**src/rtl/cla_slice_sequencer.sv**
```systemverilog
// Multi-cycle wide adder controller around a 4-bit carry-lookahead adder.
// Feeds one operand nibble per cycle and assembles sum, carry-out and overflow.
module cla_slice_sequencer #(
  parameter int WIDTH   = 16,
  parameter int NSLICES = WIDTH / 4
) (
  input  logic             clk,
  input  logic             rst,
  input  logic             in_valid,
  output logic             in_ready,
  input  logic [WIDTH-1:0] a_in,
  input  logic [WIDTH-1:0] b_in,
  input  logic             cin_in,
  output logic [3:0]       add_a,
  output logic [3:0]       add_b,
  output logic             add_cin,
  input  logic [3:0]       add_s,
  input  logic             add_cout,
  output logic             out_valid,
  input  logic             out_ready,
  output logic [WIDTH-1:0] sum_out,
  output logic             cout_out,
  output logic             ovf_out,
  output logic             busy
);

  if ((WIDTH % 4) != 0 || WIDTH < 4) begin : g_bad_width
    $error("WIDTH must be a multiple of 4 and at least 4");
  end

  localparam int IW = (NSLICES > 1) ? $clog2(NSLICES) : 1;
  localparam logic [IW-1:0] LAST = IW'(NSLICES - 1);

  typedef enum logic [1:0] {
    IDLE = 2'd0,
    RUN  = 2'd1,
    DONE = 2'd2
  } state_t;

  state_t state;
  state_t state_nx;

  logic [IW-1:0]    idx;
  logic             last;
  logic [WIDTH-1:0] a_sh;
  logic [WIDTH-1:0] b_sh;
  logic [WIDTH-1:0] acc;
  logic [WIDTH-1:0] acc_nx;
  logic [WIDTH-1:0] sum_q;
  logic             carry;
  logic             cout_q;
  logic             ovf_q;
  logic             a_top;
  logic             b_top;
  logic             ovf_nx;

  assign last = (idx == LAST);

  // Operands shift right one nibble per RUN cycle, so the live slice is
  // always the low nibble; after the last slice the shifters hold zero,
  // which keeps the adder inputs at 0 in DONE and IDLE.
  assign add_a   = a_sh[3:0];
  assign add_b   = b_sh[3:0];
  assign add_cin = carry;

  // Sum nibbles enter at the top of the accumulator and move down.
  assign acc_nx = (acc >> 4) | (WIDTH'(add_s) << (WIDTH - 4));

  // On the final slice the sign bits of A and B sit in the low nibble.
  assign a_top  = a_sh[3];
  assign b_top  = b_sh[3];
  assign ovf_nx = (a_top == b_top) && (add_s[3] != a_top);

  assign sum_out  = sum_q;
  assign cout_out = cout_q;
  assign ovf_out  = ovf_q;

  // State register
  always_ff @(posedge clk) begin
    if (rst) begin
      state <= IDLE;
    end else begin
      state <= state_nx;
    end
  end

  // Next-state logic
  always_comb begin
    state_nx = state;
    unique case (state)
      IDLE: if (in_valid) state_nx = RUN;
      RUN:  if (last) state_nx = DONE;
      DONE: if (out_ready) state_nx = IDLE;
      default: state_nx = IDLE;
    endcase
  end

  // Handshake and status outputs
  always_comb begin
    in_ready  = 1'b0;
    out_valid = 1'b0;
    busy      = 1'b0;
    unique case (state)
      IDLE: in_ready = 1'b1;
      RUN:  busy = 1'b1;
      DONE: begin
        out_valid = 1'b1;
        busy      = 1'b1;
      end
      default: in_ready = 1'b0;
    endcase
  end

  // Datapath: operand capture, slice walk, result assembly
  always_ff @(posedge clk) begin
    if (rst) begin
      idx    <= '0;
      a_sh   <= '0;
      b_sh   <= '0;
      acc    <= '0;
      sum_q  <= '0;
      carry  <= 1'b0;
      cout_q <= 1'b0;
      ovf_q  <= 1'b0;
    end else begin
      unique case (state)
        IDLE: begin
          if (in_valid) begin
            a_sh  <= a_in;
            b_sh  <= b_in;
            carry <= cin_in;
            idx   <= '0;
          end
        end
        RUN: begin
          a_sh <= a_sh >> 4;
          b_sh <= b_sh >> 4;
          acc  <= acc_nx;
          if (last) begin
            sum_q  <= acc_nx;
            cout_q <= add_cout;
            ovf_q  <= ovf_nx;
            idx    <= '0;
            // Final carry is kept in cout_q; clearing the running carry
            // holds add_cin low outside RUN.
            carry  <= 1'b0;
          end else begin
            carry <= add_cout;
            idx   <= idx + 1'b1;
          end
        end
        DONE: begin
        end
        default: begin
        end
      endcase
    end
  end

endmodule
```
**config.mk**
```make
export PLATFORM = sky130hd
export DESIGN_NAME = cla_slice_sequencer
export DESIGN_NICKNAME = d
export VERILOG_FILES = /design/src/rtl/cla_slice_sequencer.sv
export SDC_FILE = /design/constraint.sdc
export NUM_CORES = 1
export LEC_CHECK = 0
export ABC_AREA = 1
export ABC_CLOCK_PERIOD_IN_PS = 1550
export CORE_AREA = 3 3 103 105
export CTS_BUF_LIST = sky130_fd_sc_hd__clkbuf_4 sky130_fd_sc_hd__clkbuf_8
export DETAILED_ROUTE_END_ITERATION = 8
export DIE_AREA = 0 0 106 108
export PLACE_DENSITY = 0.63
export SKIP_CTS_REPAIR_TIMING = 1
export SLEW_MARGIN = 10
export SYNTH_ARGS = -nofsm -noshare
export SYNTH_HDL_FRONTEND = slang
export SYNTH_SLANG_ARGS = --single-unit
export TNS_END_PERCENT = 1
```
**constraint.sdc**
```tcl
create_clock -name clk -period 1.55 [get_ports clk]
set_input_delay 0.31 -clock clk [delete_from_list [all_inputs] [get_ports clk]]
set_output_delay 0.31 -clock clk [all_outputs]
set_load 0.05 [all_outputs]
```
==> out/metrics.csv <==
stage,metric,value,unit
power_and_ir_drop,Power Density,1930,nW/µm²
hold_path,hold path endpoint,acc[6],
floorplan,Starting Density,29.9,%
routing,Post-Route WL,7380,µm
floorplan,core box area,9730,µm²
job,maxcap violations,0,
cts,TritonCTS Buffers,9,
logic_synthesis,Ys Warns,0,
routing,DR iter-0 viols,145,
finish,filler cell count in the final layout,1022,
critical_path,worst r2r path cells,8,
hold_path,critical hold path startpoint,acc[6],
routing,Top Metal Used,met4,
sta,Setup Skew,0.00904,ns
sta,achievable clock frequency,652,MHz
placement,I/O Buffers,71,
cts,Root Driver,clkbuf_8,
critical_path,arrival time worst endpoint,1.22,ns
routing,M1 WL,3360,µm
critical_path,worst flop-to-flop path startpoint,state[1],
sta,Slew @ Worst Pin,0.258,ns
logic_synthesis,Synth Net Count,450,
placement,detailed placement HPWL,5170,µm
cts,later-pin clock latency in the skew report,0.34,ns
power_and_ir_drop,Power Total,7880,µW
logic_synthesis,"FF+latch count, synth",67,
logic_synthesis,syn_area_per_cell,7.21,µm²
power_and_ir_drop,Lkg Pwr,0.00176,µW
global_route,first-pass GRT wire length,12400,µm
finish,Nets,512,
hold_path,Hold Path Class,reg2reg,
critical_path,Crit. End Element,primary output,
critical_path,Worst EP required,1.24,ns
routing,WL met2,3390,µm
cts,"Reg clk slew, reported paths",0.07,ns
hold_path,Hold Path Stages,2,
floorplan,row count,36,
logic_synthesis,Synth cell types,22,
finish,share of post-route cells with drive strength above 1,14.7,%
sta,RSZ-0062 raised after global routing,yes,
logic_synthesis,Synth Cell Area,2910,µm²
placement,RD Place Congestion,0.726,
outcome,run status,completed,
critical_path,reg-to-reg endpoint,idx[1],
routing,post-route ant nets,0,
finish,Area Growth Syn to Fin,40.4,%
global_route,Congestion Overflow GR,0,
routing,via count,2689,
critical_path,type of the worst setup path,reg2out,
sta,fin. max-slew vios,0,
sta,"Hold Vio Cnt, Final",0,
critical_path,CP startpoint kind,register,
sta,Final Critical Period,1.53,ns
cts,clk sinks,67,
finish,fin util,41.9,%
critical_path,CP max FO,3,
critical_path,Worst Setup SP,state[0],
routing,1st-pass router iterations,4,
cts,Clock H-tree levels,3,
floorplan,num ports,72,
sta,Tcrit/Tclk final,99.0,%
cts,CTS tree,built,
global_route,largest net degree at the start of global routing,29,
global_route,initial antenna violation count,0,
finish,# diodes,0,
sta,Slew HR,82.8,%
routing,# DRC,0,
routing,routed len/inst,12.2,µm
routing,via/cell ratio,4.46,
sta,endpoints failing setup,0,
global_route,vias in the first global route,2611,
logic_synthesis,Cells after Synth,403,
cts,clock buffer depth,2,
routing,met3 WL,538,µm
floorplan,Chip Height,108,µm
logic_synthesis,register area share after synthesis,46.2,%
power_and_ir_drop,Max IR drop VDD,0.00164,V
global_route,Tot GR Track Use,13.5,%
floorplan,Die ar.,11400,µm²
critical_path,R2R Setup Slk,0.08,ns
floorplan,chip width,106,µm
placed cells by master (no fill, tap or decap), drive strengths merged:
| master | instances |
|---|---|
| nand2 | 104 |
| nor2 | 93 |
| dfxtp | 67 |
| o21ai | 47 |
| clkdlybuf4s50 | 41 |
| buf | 41 |
| a21oi | 20 |
| nand3 | 20 |
| inv | 14 |
| clkbuf | 10 |
| ha | 5 |
| bufinv | 4 |
| clkinv | 2 |
| a211oi | 1 |
| nor3 | 1 |
kinds of logic (layout without fill, tap and decap cells):
logic type               count (synthesis)  in the layout  synth area share (%)
buffers and inverters                   45            112                  9.35
adder cells (fa/ha/maj)                  5              5                  2.15
AO/OA/AOI/OAI                           68             68                  11.8
flip-flops                              67             67                  46.2
AND/OR/NAND/NOR                        218            218                  30.5
worst max-delay path by stage:
stage          endpoint
6_report           busy
5_1_grt            busy
4_1_cts            busy
3_5_place_dp    a_sh[8]
3_3_place_gp    add_cin
2_1_floorplan  a_sh[10]
layout make-up:
| cell class | count | area (µm²) | share of cell area (%) |
|---|---|---|---|
| clock buffer | 10 | 131 | 3.22 |
| clock inverter | 6 | 138 | 3.37 |
| inverter | 14 | 60.1 | 1.47 |
| multi-input combinational | 291 | 1320 | 32.4 |
| sequential | 67 | 1340 | 32.9 |
| tap | 133 | 166 | 4.08 |
| timing repair buffer | 82 | 922 | 22.6 |
routing by layer:
| layer | GRT usage (%) | vias up |
|---|---|---|
| li1 | - | 1396 |
| met1 | 17.1 | 1201 |
| met2 | 21.5 | 85 |
| met3 | 4.42 | 7 |
| met4 | 4.81 | 0 |
| met5 | 0 | - |
power by group:
part           switching (µW)  total [µW]  leakage [µW]  internal (µW)
registers                 282        2430      0.000548           2140
logic                    2110        3510       0.00107           1400
clock network             689        1940      0.000134           1260
metrics by stage:
| step | instance area, µm² | hold WS [ns] | worst slack (ns) | setup TNS [ns] | instances |
|---|---|---|---|---|---|
| floorplan | 2910 | 0.437 | 0.0311 | 0 | 403 |
| global placement | 3780 | 0.447 | 0.0311 | 0 | 587 |
| detailed placement | 3780 | 0.452 | 0.00163 | 0 | 587 |
| CTS | 4050 | 0.462 | -0.0534 | -0.165 | 603 |
| global route | 4080 | 0.486 | -0.0211 | -0.0927 | 603 |
| finish | 4080 | 0.457 | 0.0153 | 0 | 603 |
registers in the layout (all words and copies together) (netlist names):
name	count
add_cin	1
sum_out	16
ovf_out	1
cout_out	1
idx	2
acc	12
b_sh	16
a_sh	16
state	2
worst max-delay path: stages, from the launching register on:
cell and delay, ns:
dfxtp_2 0.37, inv_1 0.10, ha_4 0.29, buf_12 0.13
cell usage after synthesis:
cell | n | area, µm²
nand2_4 | 1 | 11.3
ha_1 | 5 | 62.6
a21oi_1 | 20 | 100
nand2_8 | 2 | 40.0
nor3_1 | 1 | 5.00
inv_1 | 11 | 41.3
dfxtp_1 | 67 | 1340
nand3_1 | 20 | 100
buf_8 | 2 | 30.0
buf_4 | 10 | 75.1
clkbuf_2 | 1 | 5.00
nand2_1 | 100 | 375
clkbuf_1 | 6 | 22.5
nor2_1 | 93 | 349
o21ai_0 | 43 | 215
o21ai_1 | 4 | 20.0
buf_6 | 3 | 33.8
inv_2 | 2 | 7.51
a211oi_1 | 1 | 7.51
buf_2 | 9 | 45.0
nand2_2 | 1 | 6.26
inv_8 | 1 | 11.3
Note: power is estimated with default switching activity, not from simulation.
